<file path="config.mk">
export PLATFORM = sky130hd
export DESIGN_NAME = rr_arb_4to1
export DESIGN_NICKNAME = d
export VERILOG_FILES = /design/src/rtl/rr_arb_4to1.sv
export SDC_FILE = /design/constraint.sdc
export NUM_CORES = 1
export LEC_CHECK = 0
export CAP_MARGIN = 10
export CELL_PAD_IN_SITES_DETAIL_PLACEMENT = 1
export CELL_PAD_IN_SITES_GLOBAL_PLACEMENT = 2
export CORE_AREA = 5 5 157 99
export DETAILED_ROUTE_END_ITERATION = 6
export DIE_AREA = 0 0 162 104
export PLACE_DENSITY_LB_ADDON = 0.1
export SKIP_CTS_REPAIR_TIMING = 1
export SYNTH_ARGS = -nofsm -noshare
export SYNTH_HDL_FRONTEND = slang
export SYNTH_SLANG_ARGS = --single-unit
</file>
<file path="constraint.sdc">
create_clock -name clk_i -period 6.8 [get_ports clk_i]
set_input_delay 0.68 -clock clk_i [delete_from_list [all_inputs] [get_ports clk_i]]
set_output_delay 0.68 -clock clk_i [all_outputs]
set_load 0.01 [all_outputs]
</file>
<file path="src/rtl/rr_arb_4to1.sv">
// Four-requester round-robin arbiter feeding a one-entry registered output stage.
// Per-requester lock keeps multi-beat transfers from being interleaved.
module rr_arb_4to1 #(
   parameter int DATA_W = 32
) (
   input  logic              clk_i,
   input  logic              rst_i,
   input  logic [3:0]        req_valid_i,
   input  logic [3:0]        req_lock_i,
   input  logic [DATA_W-1:0] req_data0_i,
   input  logic [DATA_W-1:0] req_data1_i,
   input  logic [DATA_W-1:0] req_data2_i,
   input  logic [DATA_W-1:0] req_data3_i,
   output logic [3:0]        req_ready_o,
   output logic [1:0]        mux_sel_o,
   output logic              out_valid_o,
   output logic [DATA_W-1:0] out_data_o,
   output logic [1:0]        out_src_o,
   input  logic              out_ready_i,
   output logic              locked_o
);

   typedef enum logic {ST_ARB, ST_LOCK} state_t;

   state_t            state_q, state_d;
   logic [1:0]        owner_q, owner_d;
   logic [1:0]        ptr_q;
   logic              found;
   logic [1:0]        win;
   logic [1:0]        idx;
   logic              space;
   logic              accept;
   logic [DATA_W-1:0] mux_data;

   // Winner search depends only on valid, lock state and ptr, never on data or ready.
   always_comb begin
      // NOTE: every always_comb output gets a default first so no path infers a latch.
      found = 1'b0;
      win   = ptr_q;
      idx   = ptr_q;
      if (state_q == ST_LOCK) begin
         found = req_valid_i[owner_q];
         win   = owner_q;
      end else begin
         for (int i = 0; i < 4; i++) begin
            idx = ptr_q + 2'(i);
            if (!found && req_valid_i[idx]) begin
               found = 1'b1;
               win   = idx;
            end
         end
      end
   end

   assign space = !out_valid_o || out_ready_i;

   always_comb begin
      req_ready_o = '0;
      mux_sel_o   = '0;
      if (!rst_i && found) begin
         mux_sel_o = win;
         if (space) req_ready_o[win] = 1'b1;
      end
   end

   assign accept = |req_ready_o;

   always_comb begin
      case (mux_sel_o)
         2'd0:    mux_data = req_data0_i;
         2'd1:    mux_data = req_data1_i;
         2'd2:    mux_data = req_data2_i;
         default: mux_data = req_data3_i;
      endcase
   end

   always_comb begin
      state_d = state_q;
      owner_d = owner_q;
      case (state_q)
         ST_ARB: begin
            if (accept && req_lock_i[mux_sel_o]) begin
               state_d = ST_LOCK;
               owner_d = mux_sel_o;
            end
         end
         default: begin
            // Lock release does not need a beat in the same cycle.
            if (!req_lock_i[owner_q]) state_d = ST_ARB;
         end
      endcase
   end

   always_ff @(posedge clk_i) begin
      // NOTE: sequential state uses non-blocking assignments so all registers update together.
      if (rst_i) begin
         state_q     <= ST_ARB;
         owner_q     <= '0;
         ptr_q       <= '0;
         out_valid_o <= 1'b0;
         out_data_o  <= '0;
         out_src_o   <= '0;
      end else begin
         state_q <= state_d;
         owner_q <= owner_d;
         if (accept) begin
            out_valid_o <= 1'b1;
            out_data_o  <= mux_data;
            out_src_o   <= mux_sel_o;
            ptr_q       <= mux_sel_o + 2'd1;
         end else if (out_valid_o && out_ready_i) begin
            out_valid_o <= 1'b0;
         end
      end
   end

   assign locked_o = (state_q == ST_LOCK);

endmodule

</file>
==> run metrics <==
worst slew pin tran=1060 ps; DR pass1 iterations=6; Routed WL per cell=about 17 microns; CTS H-Tree Depth=2; root buffer cell=clkbuf_16; # port buffers=180; die width=approximately 160 microns; Max Cap Violations=0; Crit path required time=between 6000 and 7000 ps; FF+latch count, synth=40; Netlist cell types=38; area of the multi-input gates=approximately 0.0015 sq mm; Die Height=between 100 and 150 microns; peak supply drop=between 0.00006 and 0.00007 V; fin crit period=between 4000 and 5000 ps; area grow syn2layout=85.0%; clk_lat worst skew=~280 ps; global-route wire length before repair=roughly 18000 microns; sequential share of the synthesized area=0.326; Pint=between 0.5 and 0.6 mW; net load switching power=between 0.2 and 0.3 mW; Hold Vio Cnt, Final=0; vias per std cell=~4.7; initial drt markers=approximately 180; Initial Util=0.175; status=finished clean; CP Data Arrival Time=roughly 3700 ps; CP max FO=38; Slew Viols, Final=0; Post-Syn Instances=about 340; number of global-route vias before repair=3408; RSZ-0062 raised after global routing=no; initial antenna violation count=1; ys flop type=dfxtp_1; Max Root-Sink Buffers=2; Setup violations, final=0; gp weighted congestion=0.734; setup TNS=0 ps; synthesized net count=about 480; worst rel slew slack=0.295; Startpoint Class=input pin; number of flops mapped to enable cells by yosys=0; crit path kind=input pin to output pin; Syn Area/Cell=7.21 sq um; Reg power frac=0.329; Syn. warnings=0; CTS tree=yes; GRT Util Overall=0.136; DIE AREA=0.0168 sq mm; Power per Cell Area=~180 mW/mm^2; final core occ=0.324; via count=~3200; skew final=6.02 ps; fillers=about 1700; sw frac=0.310; WHS=approximately 450 ps; Comb pwr share=0.385; remaining antenna violation count=0; # DRC=0; core area=approximately 0.014 sq mm; FF+latch area=around 800 sq um; Worst Hold Class=flip-flop to flip-flop; Leak Pwr=between 1.5 and 2 nW; Fmax=between 200 and 250 MHz; area of the mapped netlist=~0.0025 sq mm; hpwl dp=about 9000 microns; nature of the critical path endpoint=output pin; period utilization=0.642; num rows=34; clk sink count=40; CTS Buf Count=5; fraction of layout cells with a size suffix above 1=0.0398; Worst-path clk slew=60 ps; GR Overflow Total=0; Post-synth ARST share=0; nets@finish=~650; final WL=11800 microns; largest net degree at the start of global routing=65; n_diodes=0; I/O pins=between 150 and 200; Clock Power Share=0.286
## layout make-up
cell class / instances / share of cell area
clock buffer: 6 / 0.0305
clock inverter: 2 / 0.00220
inverter: 5 / 0.00413
multi-input combinational: 266 / 0.336
sequential: 40 / 0.176
tap: 180 / 0.0495
timing repair buffer: 184 / 0.402
## through the flow
step	cell area, sq um	total power, mW	instances	setup slack (ps)
detailed placement	4400	0.610	675	2390
finish	4550	0.841	683	2430
global placement	4400	0.609	675	2440
floorplan	2460	0.425	341	3940
CTS	4550	0.862	683	2400
global route	4550	0.901	683	2200
## cell usage in the layout, fill, tap and decap left out, drive strengths merged, types with 3 or more instances in the layout
cell,count
mux2i,3
a222oi,32
dfxtp,40
o21ai,37
buf,5
a21oi,40
ha,4
nor2b,5
nand2,104
clkbuf,6
inv,5
nor2,7
nor3,5
clkdlybuf4s50,179
nand2b,3
## cell families (layout without fill, tap and decap cells)
| logic type | count (synthesis) | after routing | share of synthesized area |
|---|---|---|---|
| adder cells (fa/ha/maj) | 4 | 4 | 0.0204 |
| multiplexers | 5 | 5 | 0.0260 |
| AO/OA/AOI/OAI | 121 | 121 | 0.334 |
| flip-flops | 40 | 40 | 0.326 |
| AND/OR/NAND/NOR | 136 | 136 | 0.237 |
| buffers and inverters | 35 | 197 | 0.0570 |
## sequential cells by signal, indices dropped and copies added (netlist names)
register	flops
owner_q	2
locked_o	1
out_valid_o	1
out_data_o	32
ptr_q	2
out_src_o	2
## synth_stat cells (2+ instances only)
cell | n | area (sq um)
nand3_1 | 2 | 10.0
buf_2 | 7 | 35.0
clkbuf_1 | 23 | 86.3
nand2_1 | 104 | 390
inv_1 | 5 | 18.8
mux2i_1 | 3 | 30.0
o21ai_0 | 33 | 165
o21ai_1 | 4 | 20.0
and3_1 | 2 | 12.5
a222oi_1 | 32 | 320
nor4bb_1 | 2 | 20.0
dfxtp_1 | 40 | 801
a21oi_1 | 40 | 200
nor3_1 | 5 | 25.0
ha_1 | 4 | 50.1
nand2b_1 | 3 | 18.8
nor2_1 | 7 | 26.3
nor2b_1 | 5 | 31.3
## routing by layer
| metal | vias to the layer above | wire (microns) | GRT usage |
|---|---|---|---|
| met2 | 125 | 5190 | 0.215 |
| met1 | 1488 | 5150 | 0.170 |
| met3 | 4 | 1380 | 0.0709 |
| met5 | - | 13 | 0 |
| li1 | 1573 | - | - |
| met4 | 2 | 35 | 0.0163 |
## final timing paths
path	endpoint	slack, ps	from	cells past startpoint
worst max register to register	out_data_o[28]	3500	ptr_q[1]	12
worst min register to register	out_data_o[5]	450	out_data_o[5]	2
worst max-delay path	req_ready_o[0]	2430	req_valid_i[0]	8
worst min-delay path	out_data_o[5]	450	out_data_o[5]	2
## power by group through the flow
stage	Combinational [mW]	Clock (mW)	Sequential (mW)
2_1_floorplan	0.137	0	0.288
3_3_place_gp	0.327	0	0.281
3_5_place_dp	0.328	0	0.282
4_1_cts	0.330	0.255	0.277
5_1_grt	0.357	0.263	0.280
6_report	0.324	0.241	0.276
## critical path, stage by stage
cell and delay [ps]:
clkdlybuf4s50_1 640, nor4_2 130, a22o_1 270, or2_1 290, nor2_4 760, nand2_1 170
nor2_1 140, clkdlybuf4s50_1 550
No activity file was read; power rests on OpenSTA's default activity.
